`src/rtl/j2c_pkg.sv`:
```
// Shared definitions for the J2C stream master: state encoding and the
// line levels each state drives onto the bus.
package j2c_pkg;

  localparam int DEFAULT_MESSAGE_LENGTH = 8;

  typedef enum logic [2:0] {
    IDLE,
    START,
    BIT_LOW,
    BIT_HIGH,
    HOLD,
    STOP_LOW,
    STOP_HIGH
  } state_t;

  // IDLE and HOLD wait on the source; every other state lasts one divider phase.
  function automatic logic is_timed(input state_t s);
    return !(s inside {IDLE, HOLD});
  endfunction

  function automatic logic scl_level(input state_t s);
    return !(s inside {BIT_LOW, HOLD, STOP_LOW});
  endfunction

  function automatic logic sda_level(input state_t s, input logic bit_value);
    case (s)
      IDLE:              return 1'b1;
      BIT_LOW, BIT_HIGH: return bit_value;
      default:           return 1'b0;
    endcase
  endfunction

endpackage

```
`src/rtl/j2c_clk_div.sv`:
```
// Phase timer: pulses tick on the CLK_DIV-th cycle of a phase and starts
// over; restart holds it at the beginning of a phase.
module j2c_clk_div #(
  parameter int CLK_DIV = 2
) (
  input  logic clk,
  input  logic reset,
  input  logic restart,
  output logic tick
);

  localparam int CW = (CLK_DIV > 1) ? $clog2(CLK_DIV) : 1;

  logic [CW-1:0] count;

  assign tick = !restart && (count == CW'(CLK_DIV - 1));

  // NOTE: sequential state uses <= so every flop samples pre-edge values.
  always_ff @(posedge clk) begin
    if (!reset) begin
      count <= '0;
    end else if (restart || tick) begin
      count <= '0;
    end else begin
      count <= count + CW'(1);
    end
  end

endmodule

```
`src/rtl/j2c_master_stream.sv`:
```
// J2C serial master: serialises valid/ready words into START, data bits,
// optional even parity, HOLD between words of a frame, and STOP.
module j2c_master_stream
  import j2c_pkg::*;
#(
  parameter int MESSAGE_LENGTH = DEFAULT_MESSAGE_LENGTH,
  parameter int CLK_DIV        = 2,
  parameter int MSB_FIRST      = 1,
  parameter int PARITY_EN      = 0
) (
  input  logic                      clk,
  input  logic                      reset,
  input  logic [MESSAGE_LENGTH-1:0] data,
  input  logic                      valid,
  input  logic                      last,
  output logic                      ready,
  output logic                      busy,
  output logic                      done,
  output logic                      sda,
  output logic                      scl
);

  localparam int N  = MESSAGE_LENGTH + ((PARITY_EN != 0) ? 1 : 0);
  localparam int BW = $clog2(N + 1);

  state_t         state, state_d;
  logic [N-1:0]   shreg, shreg_d;
  logic [BW-1:0]  bit_idx, bit_idx_d;
  logic           last_q, last_d;
  logic           tick;
  logic           accept;

  // Word laid out so the first bit on the wire sits in the top position.
  function automatic logic [N-1:0] frame_word(input logic [MESSAGE_LENGTH-1:0] d);
    logic [N-1:0]              w;
    logic [MESSAGE_LENGTH-1:0] ordered;
    for (int i = 0; i < MESSAGE_LENGTH; i++) begin
      ordered[i] = (MSB_FIRST != 0) ? d[i] : d[MESSAGE_LENGTH-1-i];
    end
    w = '0;
    w[N-1 -: MESSAGE_LENGTH] = ordered;
    if (PARITY_EN != 0) w[0] = ^d;
    return w;
  endfunction

  assign accept = valid && ready;

  j2c_clk_div #(.CLK_DIV(CLK_DIV)) u_clk_div (
    .clk     (clk),
    .reset   (reset),
    .restart (!is_timed(state)),
    .tick    (tick)
  );

  always_comb begin
    // NOTE: every variable gets a default first, so no path infers a latch.
    state_d   = state;
    shreg_d   = shreg;
    bit_idx_d = bit_idx;
    last_d    = last_q;
    unique case (state)
      IDLE: if (accept) begin
        shreg_d = frame_word(data);
        last_d  = last;
        state_d = START;
      end
      START: if (tick) begin
        bit_idx_d = '0;
        state_d   = BIT_LOW;
      end
      BIT_LOW: if (tick) state_d = BIT_HIGH;
      BIT_HIGH: if (tick) begin
        if (bit_idx == BW'(N - 1)) begin
          state_d = last_q ? STOP_LOW : HOLD;
        end else begin
          bit_idx_d = bit_idx + BW'(1);
          shreg_d   = shreg << 1;
          state_d   = BIT_LOW;
        end
      end
      // Next word continues the frame directly, without a repeated start.
      HOLD: if (accept) begin
        shreg_d   = frame_word(data);
        last_d    = last;
        bit_idx_d = '0;
        state_d   = BIT_LOW;
      end
      STOP_LOW:  if (tick) state_d = STOP_HIGH;
      STOP_HIGH: if (tick) state_d = IDLE;
      default:   state_d = IDLE;
    endcase
  end

  // Line and handshake outputs are registered from the next state so they
  // change on the same edge as the state itself.
  always_ff @(posedge clk) begin
    if (!reset) begin
      state   <= IDLE;
      shreg   <= '0;
      bit_idx <= '0;
      last_q  <= 1'b0;
      sda     <= 1'b1;
      scl     <= 1'b1;
      ready   <= 1'b1;
      busy    <= 1'b0;
      done    <= 1'b0;
    end else begin
      state   <= state_d;
      shreg   <= shreg_d;
      bit_idx <= bit_idx_d;
      last_q  <= last_d;
      sda     <= sda_level(state_d, shreg_d[N-1]);
      scl     <= scl_level(state_d);
      ready   <= (state_d inside {IDLE, HOLD});
      busy    <= (state_d != IDLE);
      done    <= (state == STOP_HIGH) && (state_d == IDLE);
    end
  end

endmodule

```
`config.mk`:
```
export PLATFORM = sky130hd
export DESIGN_NAME = j2c_master_stream
export DESIGN_NICKNAME = d
export VERILOG_FILES = /design/src/rtl/j2c_pkg.sv /design/src/rtl/j2c_clk_div.sv /design/src/rtl/j2c_master_stream.sv
export SDC_FILE = /design/constraint.sdc
export NUM_CORES = 1
export LEC_CHECK = 0
export CORE_MARGIN = 5
export CORE_UTILIZATION = 55
export DETAILED_ROUTE_END_ITERATION = 8
export GPL_TIMING_DRIVEN = 0
export PLACE_DENSITY = 0.82
export SLEW_MARGIN = 25
export SYNTH_ARGS = -nofsm -noshare
export SYNTH_HDL_FRONTEND = slang
export SYNTH_SLANG_ARGS = --single-unit
```
`constraint.sdc`:
```
create_clock -name clk -period 3.9 [get_ports clk]
set_input_delay 0.39 -clock clk [delete_from_list [all_inputs] [get_ports clk]]
set_output_delay 0.39 -clock clk [all_outputs]
set_load 0.02 [all_outputs]
```
==> metrics.md, run 1 <==
| Metric | Value |
|---|---|
| Net Sw Power | `0.000125 W` |
| Compound-cell area share of the yosys netlist | `0.234` |
| Clock power share | `0.267` |
| Crit path max-delay cell type | `a211oi_1` |
| Comb pwr share | `0.201` |
| Post-Synth XOR/XNOR Area | `0.0167` |
| Sequential cell fraction of total power | `0.532` |
| Chip height | `53.7 µm` |
| Post-synthesis simple-gate area fraction | `0.254` |
| Global-route wire length before repair | `3660 µm` |
| Crit path launch type | `flop` |
| Slew @ Worst Pin | `0.605 ns` |
| DRC | `0` |
| Post-Syn Area | `1050 µm²` |
| H-tree depth | `1` |
| Gr usage total | `0.173` |
| Fraction of synthesized area in multiplexers | `0.00954` |
| Syn Inst Count | `110` |
| Post-detail-place hpwl | `1510 µm` |
| Drt total wl | `2050 µm` |
| RSZ-0062 raised after global routing | `false` |
| Cell Pwr Density | `371 nW/µm²` |
| Initial antenna violation count | `0` |
| Core Footprint | `1760 µm²` |
| IO Count | `17` |
| YS warnings | `0` |
| CP cell instances | `ha_1, and3b_1, a31oi_1, a211oi_1, nor3_1, and4b_1` |
| Post-synth cell types | `44` |
| Setup bufs post-CTS | `0` |
| DR iter-0 viols | `19` |
| CTS Buffer Depth | `2` |
| CTS tree | `built` |
| Final hold violations | `0` |
| Net count, final | `143` |
| GRT overflow | `0` |
| Clk root buf | `clkbuf_4` |
| Clk_lat worst skew | `0.30 ns` |
| Most common cell after layout, fill and taps aside | `dfxtp_1` |
| Area delta synth->final | `20.7%` |
| Clock Sinks | `22` |
| Worst setup EP type | `flop` |
| Routed vias | `869` |
| P_leak | `0.454 nW` |
| Pin count of the biggest net entering global routing | `13` |
| Vias in the first global route | `825` |
| Max Cap Violations | `0` |
| Critical path required time | `4.11 ns` |
| Routability cong. | `0.766` |
| Relative slew slack | `0.591` |
| Die Wd | `53.7 µm` |
| Port Buffers | `15` |
| Register area share after synthesis | `0.420` |
| Max FO, Critical Path | `5` |
| Hold-fix buffers at CTS | `0` |
| Hold slack | `0.413 ns` |
| Row Count | `15` |
| HP Class | `in -> reg` |
| Largest family of logic cells by synthesized area | `simple AND/OR/NAND/NOR gates` |
| CTS buffer count | `3` |
| Setup violations, final | `0` |
| Synth Area in Adders | `0.0119` |
| Int Power | `0.000345 W` |
| Synth Register Bits | `22` |
| Die area | `2880 µm²` |
| Fmax | `547 MHz` |
| Final Cycle Share | `0.468` |
| Worst stage delay on the critical path | `0.45 ns` |
| Final min period | `1.83 ns` |
| Worst EP arrival | `2.04 ns` |
| Initial Util | `0.595` |
| Syn Area/Cell | `9.54 µm²` |
| Max Slew Vio Count | `0` |
| Clock skew | `0.00240 ns` |
| Share of cells above drive strength 1 | `0.124` |
| WS Path Type | `reg -> reg` |
| Routed wirelength normalized by instance count | `13.3 µm` |
| Fin area | `1270 µm²` |
| Syn_nets | `123` |
| Routed Antenna Nets | `0` |
| Clk pin slew, worst setup/hold paths | `0.12 ns` |
| Placed inst area | `1230 µm²` |
| Post-cts resize count | `0` |
| Most frequent cells in the layout | `dfxtp_1 (22), clkdlybuf4s50_1 (15), nand2_1 (10), a22oi_1 (7)` |
| # diodes | `0` |
| Drt pass-1 iters | `4` |
| Sw frac | `0.266` |
| Status | `finished, final reports clean` |
| Peak supply drop | `0.259 mV` |
| Vias per cell | `5.64` |
| Setup tns final | `0 ns` |
[kinds of logic (layout without fill, tap and decap cells)]
group / Yosys count / after routing
fa+ha+maj: 1 / 1
flops: 22 / 22
simple gates: 43 / 43
buf+inv: 8 / 27
mux: 1 / 1
compound gates: 33 / 33
xor+xnor: 2 / 2
[cell usage after synthesis]
| master | instances | area, µm² |
|---|---|---|
| a21oi_1 | 2 | 10.0 |
| nand4b_1 | 2 | 17.5 |
| buf_4 | 1 | 7.51 |
| and3b_1 | 1 | 8.76 |
| a21oi_2 | 1 | 8.76 |
| inv_1 | 1 | 3.75 |
| nor2_1 | 6 | 22.5 |
| and4b_4 | 1 | 13.8 |
| a21boi_1 | 1 | 7.51 |
| and3b_2 | 1 | 10.0 |
| and4b_1 | 1 | 10.0 |
| a221o_1 | 1 | 10.0 |
| or3b_1 | 1 | 8.76 |
| and3_2 | 1 | 7.51 |
| a22oi_1 | 7 | 52.6 |
| ha_1 | 1 | 12.5 |
| and2_4 | 1 | 8.76 |
| nand3b_1 | 2 | 15.0 |
| nor2b_1 | 4 | 25.0 |
| buf_6 | 3 | 33.8 |
| nand2_1 | 10 | 37.5 |
| o21ai_1 | 1 | 5.00 |
| a211oi_1 | 1 | 7.51 |
| o311ai_0 | 1 | 8.76 |
| nor3_1 | 3 | 15.0 |
| and2_1 | 4 | 25.0 |
| mux2i_1 | 1 | 10.0 |
| buf_2 | 1 | 5.00 |
| a31oi_1 | 1 | 6.26 |
| o211ai_1 | 2 | 15.0 |
| nor3b_1 | 1 | 7.51 |
| and4bb_4 | 1 | 16.3 |
| a21o_1 | 1 | 7.51 |
| clkbuf_1 | 2 | 7.51 |
| dfxtp_1 | 22 | 440 |
| nand3_1 | 1 | 5.00 |
| xnor2_1 | 1 | 8.76 |
| a22oi_4 | 1 | 21.3 |
| a21boi_0 | 6 | 45.0 |
| nand2b_1 | 1 | 6.26 |
| xor2_1 | 1 | 8.76 |
| or3_1 | 1 | 6.26 |
| o21ai_0 | 6 | 30.0 |
| o211a_1 | 1 | 10.0 |
[final timing paths]
kind	from	endpoint	slack, ns	cells past startpoint
worst max-delay path	bit_idx[0]	done	2.07	6
worst min register to register	shreg[6]	shreg[6]	0.47	2
worst max register to register	bit_idx[0]	done	2.07	6
worst min-delay path	reset	ready	0.41	2
[routing by layer]
| metal | part of all wire | GRT usage | up-vias | wire length (µm) |
|---|---|---|---|---|
| li1 | - | - | 438 | - |
| met5 | 0 | 0 | - | 0 |
| met1 | 0.50 | 0.223 | 412 | 1020 |
| met4 | 0.015 | 0.0638 | 0 | 31 |
| met2 | 0.45 | 0.286 | 14 | 924 |
| met3 | 0.037 | 0.0277 | 5 | 75 |
[power by group through the flow]
| stage | Sequential (W) | Combinational (W) | Clock (W) |
|---|---|---|---|
| after floorplan | 0.000260 | 0.0000545 | 0 |
| after global placement | 0.000255 | 0.0000914 | 0 |
| after detailed placement | 0.000255 | 0.0000934 | 0 |
| after CTS | 0.000251 | 0.0000941 | 0.000128 |
| after global routing | 0.000252 | 0.000103 | 0.000136 |
| final | 0.000251 | 0.0000944 | 0.000126 |
[flip-flops by register name, summed over array words and instances (netlist names)]
register         count
last_q               1
done                 1
sda                  1
busy                 1
shreg                8
u_clk_div.count      1
scl                  1
state                3
ready                1
bit_idx              4
[critical path: cells and delay by family (launching register included)]
family	cells	cell delay [ns]
AND/OR/NAND/NOR	3	0.56
adder cells (fa/ha/maj)	1	0.21
AO/OA/AOI/OAI	2	0.56
flip-flops	1	0.39
[metrics by stage]
stage	power, W	setup WS, ns	util	std cells
2_1_floorplan	0.000315	2.36	-	110
3_3_place_gp	0.000346	1.99	0.698	150
3_5_place_dp	0.000349	1.93	0.698	150
4_1_cts	0.000472	2.10	0.718	154
5_1_grt	0.000491	1.96	0.718	154
6_report	0.000471	2.07	0.718	154
[cell type report]
cell class              count  area (µm²)
multi-input cells          80         552
fillers                   152         497
flip-flops and latches     22         440
repair buffers             15         150
plain buffers               7        53.8
clock buffers               4        36.3
well taps                  25        31.3
inverters                   1        3.75
(Power assumes the default switching activity.)
==> run 2, diff against run 1 <==
--- a/config.mk
+++ b/config.mk
@@ -5,11 +5,12 @@
 export SDC_FILE = /design/constraint.sdc
 export NUM_CORES = 1
 export LEC_CHECK = 0
+export CORE_ASPECT_RATIO = 1.75
 export CORE_MARGIN = 5
-export CORE_UTILIZATION = 55
+export CORE_UTILIZATION = 46
 export DETAILED_ROUTE_END_ITERATION = 8
 export GPL_TIMING_DRIVEN = 0
-export PLACE_DENSITY = 0.82
+export PLACE_DENSITY = 0.73
 export SLEW_MARGIN = 25
 export SYNTH_ARGS = -nofsm -noshare
 export SYNTH_HDL_FRONTEND = slang
==> constraint.sdc (replaced) <==
create_clock -name clk -period 1.45 [get_ports clk]
set_input_delay 0.145 -clock clk [delete_from_list [all_inputs] [get_ports clk]]
set_output_delay 0.145 -clock clk [all_outputs]
set_load 0.02 [all_outputs]
==> run 2 against run 1 <==
The run now ends with setup timing left. Final area is 14% higher. Critical path depth is 1 higher. Final cell count is 5.2% higher. Worst hold slack worse by 0.20 ns. Non-clock buffer count is 8 higher. Count of clock-buffer cells in the layout is 1 lower. Combinational power grew to 3.1 times the previous value. Register-to-register slack worse by 2.2 ns. Wire length is 21% higher. Critical path type unchanged. Largest cell class unchanged. Largest power group unchanged.
==> metrics.md, run 2 (same netlist as run 1, synthesis figures left out) <==
| Metric | Value |
|---|---|
| DR iter-0 viols | `22` |
| Most frequent cells in the layout | `dfxtp_1 (16), clkdlybuf4s50_1 (15), nand2_1 (10), buf_4 (7), a22oi_1 (6)` |
| Net Sw Power | `0.000366 W` |
| Routed wirelength normalized by instance count | `15.3 µm` |
| Final min period | `1.58 ns` |
| Sequential cell fraction of total power | `0.443` |
| Most common cell after layout, fill and taps aside | `dfxtp_1` |
| Setup tns final | `-0.369 ns` |
| Worst setup EP type | `flop` |
| CP delay by family, top | `simple AND/OR/NAND/NOR gates` |
| Crit path launch type | `flop` |
| Clock skew | `0.00401 ns` |
| CTS buffer count | `3` |
| Crit path max-delay cell type | `dfxtp_4` |
| Initial antenna violation count | `0` |
| Post-route setup slack | `-0.135 ns` |
| Clock power share | `0.365` |
| Largest registers | `shreg (8), bit_idx (4), state (3)` |
| CTS Buffer Depth | `2` |
| Sw frac | `0.238` |
| Clk_lat worst skew | `0.26 ns` |
| Post-route insts no fill | `162` |
| Drt total wl | `2480 µm` |
| Routed vias | `899` |
| CP cell instances | `ha_4, and3b_1, a31oi_2, a211oi_2, buf_4, nor3_2, and4b_1` |
| RSZ-0062 raised after global routing | `true` |
| Die Wd | `46.1 µm` |
| Worst EP arrival | `1.74 ns` |
| Vias in the first global route | `921` |
| Vias per cell | `5.55` |
| Die area | `3380 µm²` |
| Net count, final | `151` |
| Post-detail-place hpwl | `1650 µm` |
| Core Footprint | `2240 µm²` |
| Comb pwr share | `0.192` |
| Row Count | `23` |
| Initial Util | `0.468` |
| Area delta synth->final | `37.3%` |
| Placed insts | `150` |
| # diodes | `0` |
| Clock Sinks | `22` |
| Internal reg-to-reg setup slack | `-0.13 ns` |
| Violated checks | `setup timing` |
| Routed Antenna Nets | `0` |
| Global-route wire length before repair | `3890 µm` |
| Status | `finished with violations` |
| Share of cells above drive strength 1 | `0.285` |
| Clk pin slew, worst setup/hold paths | `0.08 ns` |
| Relative slew slack | `0.655` |
| DRC | `0` |
| Fmax | `631 MHz` |
| Setup violations, final | `5` |
| Routability cong. | `0.750` |
| Int Power | `0.00117 W` |
| WS Path Type | `reg -> reg` |
| Buf/Inv on CP | `1` |
| Largest register FFs | `8` |
| Port Buffers | `15` |
| Worst stage delay on the critical path | `0.36 ns` |
| Cell Pwr Density | `1070 nW/µm²` |
| Max Cap Violations | `0` |
| Peak supply drop | `0.708 mV` |
| Largest reg by FF count | `shreg` |
| Max FO, Critical Path | `5` |
| Slew @ Worst Pin | `0.510 ns` |
| Gr usage total | `0.155` |
| Fin area | `1440 µm²` |
| P_leak | `0.520 nW` |
| H-tree depth | `1` |
| Chip height | `73.2 µm` |
| HP Class | `in -> reg` |
| IO Count | `17` |
| Max Slew Vio Count | `0` |
| Placed inst area | `1240 µm²` |
| Final Cycle Share | `1.09` |
| GRT overflow | `0` |
| Final hold violations | `0` |
| CTS tree | `built` |
| Pin count of the biggest net entering global routing | `14` |
| Drt pass-1 iters | `4` |
| Clk root buf | `clkbuf_8` |
| Critical path required time | `1.61 ns` |
==> run 2: layout make-up <==
cell class	instances	area [µm²]
inverters	1	3.75
plain buffers	6	48.8
well taps	25	31.3
repair buffers	24	226
clock buffers	3	41.3
flip-flops and latches	22	453
fillers	188	803
clock inverters	1	30.0
multi-input cells	80	607
==> run 2: final timing paths <==
check              to  depth (start not counted)        from
max              done                          7  bit_idx[0]
min             ready                          2       reset
max reg2reg      done                          7  bit_idx[0]
min reg2reg  shreg[5]                          2    shreg[5]
==> run 2: metrics by stage <==
stage / hold WS, ns / util / total power, W / setup slack, ns
finish: 0.213 / 0.642 / 0.00154 / -0.135
global placement: 0.451 / 0.552 / 0.000940 / -0.266
CTS: 0.222 / 0.610 / 0.00151 / -0.134
detailed placement: 0.460 / 0.552 / 0.000946 / -0.270
global route: 0.243 / 0.642 / 0.00160 / -0.189
floorplan: 0.280 / - / 0.000851 / 0.00626
==> run 2: per-layer routing <==
metal	wire, µm	part of all wire	GRT usage
met5	0	0	0
met4	85	0.034	0.0918
met3	91	0.037	0.0321
met2	1360	0.55	0.278
met1	943	0.38	0.153
==> run 2: what timing repair did <==
item	in CTS	in global routing
pin swaps	9	13
endpoints found under the hold margin	0	0
buffers inserted	5	4
hold buffers	0	0
endpoints found under the setup margin	9	19
resized for setup	8	20
==> run 2: power by group through the flow <==
| stage | logic [W] | registers (W) | clock network [W] |
|---|---|---|---|
| final | 0.000295 | 0.000682 | 0.000562 |
| after CTS | 0.000258 | 0.000682 | 0.000573 |
| after detailed placement | 0.000257 | 0.000689 | 0 |
| after global routing | 0.000317 | 0.000687 | 0.000597 |
| after global placement | 0.000254 | 0.000687 | 0 |
| after floorplan | 0.000150 | 0.000700 | 0 |
==> run 3, diff against run 2 <==
--- a/config.mk
+++ b/config.mk
@@ -7,10 +7,10 @@
 export LEC_CHECK = 0
 export CORE_ASPECT_RATIO = 1.75
 export CORE_MARGIN = 5
-export CORE_UTILIZATION = 46
+export CORE_UTILIZATION = 45
 export DETAILED_ROUTE_END_ITERATION = 8
 export GPL_TIMING_DRIVEN = 0
-export PLACE_DENSITY = 0.73
+export PLACE_DENSITY = 0.72
 export SLEW_MARGIN = 25
 export SYNTH_ARGS = -nofsm -noshare
 export SYNTH_HDL_FRONTEND = slang
==> run 3 against run 2 <==
The flow still finishes with violations (setup timing). Register-to-register slack got worse by 0.04 ns. Flip-flop and latch count did not move. Die area is 1.8% higher. Via count grew 5.8%. Final cell count is 1.9% higher. Core utilization is 0.068 points higher. Clock skew decreased by 0.0012 ns. Critical path type unchanged.
==> metrics.md, run 3 (same netlist as run 1, synthesis figures left out) <==
| Metric | Value |
|---|---|
| Clk root buf | `clkbuf_8` |
| Worst stage delay on the critical path | `0.36 ns` |
| CTS Buffer Depth | `2` |
| Pin count of the biggest net entering global routing | `14` |
| Port Buffers | `15` |
| Met2 global-route usage | `0.311` |
| Vias per cell | `5.76` |
| Most frequent cells in the layout | `dfxtp_1 (16), clkdlybuf4s50_1 (15), buf_4 (10), nand2_1 (9), a22oi_1 (7)` |
| Sequential cell fraction of total power | `0.437` |
| Largest registers | `shreg (8), bit_idx (4), state (3)` |
| Clk_lat worst skew | `0.27 ns` |
| Chip height | `73.9 µm` |
| Violated checks | `setup timing` |
| Critical path required time | `1.58 ns` |
| Hold slack | `0.249 ns` |
| Clock skew | `0.00285 ns` |
| Largest reg by FF count | `shreg` |
| Setup violations, final | `10` |
| Post-route insts no fill | `165` |
| Max FO, Critical Path | `4` |
| Peak supply drop | `0.675 mV` |
| Routability cong. | `0.780` |
| DR iter-0 viols | `32` |
| Comb pwr share | `0.197` |
| Vias in the first global route | `1006` |
| Global-route wire length before repair | `4280 µm` |
| Cell Pwr Density | `1070 nW/µm²` |
| Multi-input gate area | `611 µm²` |
| Total power | `0.00156 W` |
| Final Cycle Share | `1.12` |
| Net count, final | `154` |
| Routed Antenna Nets | `0` |
| Net Sw Power | `0.000378 W` |
| Met3 usage in global routing | `0.0294` |
| Die Wd | `46.5 µm` |
| CP cell instances | `ha_4, nand3b_1, o211ai_1, o211ai_1, nor3_1, o21ai_1` |
| Worst R2R Path Depth | `6` |
| Initial antenna violation count | `0` |
| P_leak | `0.536 nW` |
| CTS buffer count | `3` |
| Crit path launch type | `flop` |
| WS Path Type | `reg -> reg` |
| Drt total wl | `2580 µm` |
| Worst EP arrival | `1.75 ns` |
| RSZ-0062 raised after global routing | `true` |
| RR Startpoint | `bit_idx[1]` |
| Gr usage total | `0.170` |
| Final hold violations | `0` |
| Final min period | `1.62 ns` |
| Clock Sinks | `22` |
| Max Slew Vio Count | `0` |
| CP delay by family, top | `compound AO/OA/AOI/OAI gates` |
| Buf/Inv on CP | `0` |
| Clk pin slew, worst setup/hold paths | `0.08 ns` |
| CTS tree | `built` |
| Fmax | `617 MHz` |
| Internal reg-to-reg setup slack | `-0.17 ns` |
| Most used routing layer | `met2` |
| Setup tns final | `-0.760 ns` |
| Most common cell after layout, fill and taps aside | `dfxtp_1` |
| Share of cells above drive strength 1 | `0.307` |
| Routed wirelength normalized by instance count | `15.7 µm` |
| Worst setup EP type | `flop` |
| Crit Reg-Reg Endpoint | `scl` |
| Pre-CTS setup slack | `-0.216 ns` |
| Crit path max-delay cell type | `dfxtp_2` |
| Placed insts | `150` |
| Row Count | `23` |
| Routed vias | `951` |
| IO Count | `17` |
| H-tree depth | `1` |
| Die area | `3440 µm²` |
| GRT overflow | `0` |
| Largest register FFs | `8` |
| HP Class | `in -> reg` |
| Hold path start | `reset` |
| Worst path most repeated cell | `o211ai_1` |
| Clock power share | `0.366` |
| Area delta synth->final | `39.2%` |
| Drt pass-1 iters | `4` |
| DRC | `0` |
| Filler cells | `187` |
| Initial Util | `0.462` |
| Sw frac | `0.242` |
| Hold-fix buffers at CTS | `0` |
| Post-detail-place hpwl | `1660 µm` |
| Met1 usage in global routing | `0.174` |
| Area taken by flip-flops and latches | `450 µm²` |
| Core Footprint | `2270 µm²` |
| Post-route setup slack | `-0.170 ns` |
| Int Power | `0.00118 W` |
| Status | `finished with violations` |
| # diodes | `0` |
| Relative slew slack | `0.651` |
| Worst Hold Depth | `2` |
| Slew @ Worst Pin | `0.515 ns` |
| Max Cap Violations | `0` |
| Hold endpoint | `sda` |
## run 3: cell types whose count changed in the layout (fill, tap and decap cells not counted), sizes merged
cell,previous run,this run
buf,12,15
## run 3: worst max path at each step
| stage | endpoint | cells after the start | startpoint |
|---|---|---|---|
| after floorplan | shreg[0] | 6 | bit_idx[1] |
| after global placement | sda | 6 | valid |
| after detailed placement | sda | 6 | valid |
| after CTS | done | 6 | bit_idx[0] |
| after global routing | scl | 6 | bit_idx[1] |
| final | scl | 6 | bit_idx[1] |
## run 3: layout make-up
class / count / area share
multi-input cells: 80 / 0.418
flip-flops and latches: 22 / 0.308
repair buffers: 28 / 0.176
clock buffers: 3 / 0.0283
plain buffers: 5 / 0.0257
well taps: 25 / 0.0214
clock inverters: 1 / 0.0205
inverters: 1 / 0.00257
## run 3: power by group through the flow
stage               Clock, W  Sequential [W]  Combinational, W
floorplan                  0        0.000700          0.000150
global placement           0        0.000686          0.000253
detailed placement         0        0.000688          0.000257
CTS                 0.000581        0.000683          0.000269
global route        0.000609        0.000688          0.000335
finish              0.000572        0.000683          0.000307
## run 3: routing by layer
metal / vias to the layer above / part of all wire
li1: 459 / -
met5: - / 0
met1: 461 / 0.37
met2: 24 / 0.57
met4: 0 / 0.024
met3: 7 / 0.038
## run 3: timing repair
action | CTS | global route
gates cloned | 0 | 0
pin swaps | 11 | 17
gates resized for setup | 10 | 18
setup endpoints to repair | 10 | 19
setup buffers | 8 | 5
## run 3: worst register-to-register path, delay by kind of cell (launching register included)
family	cells	cell delay (ns)
AO/OA/AOI/OAI	3	0.61
adder cells (fa/ha/maj)	1	0.15
flip-flops	1	0.36
AND/OR/NAND/NOR	2	0.37
## run 3: metrics by stage
step | instance area, µm² | utilization
final | 1460 | 0.643
after global routing | 1460 | 0.643
after CTS | 1400 | 0.614
after detailed placement | 1240 | 0.545
after global placement | 1240 | 0.545
after floorplan | 1060 | -
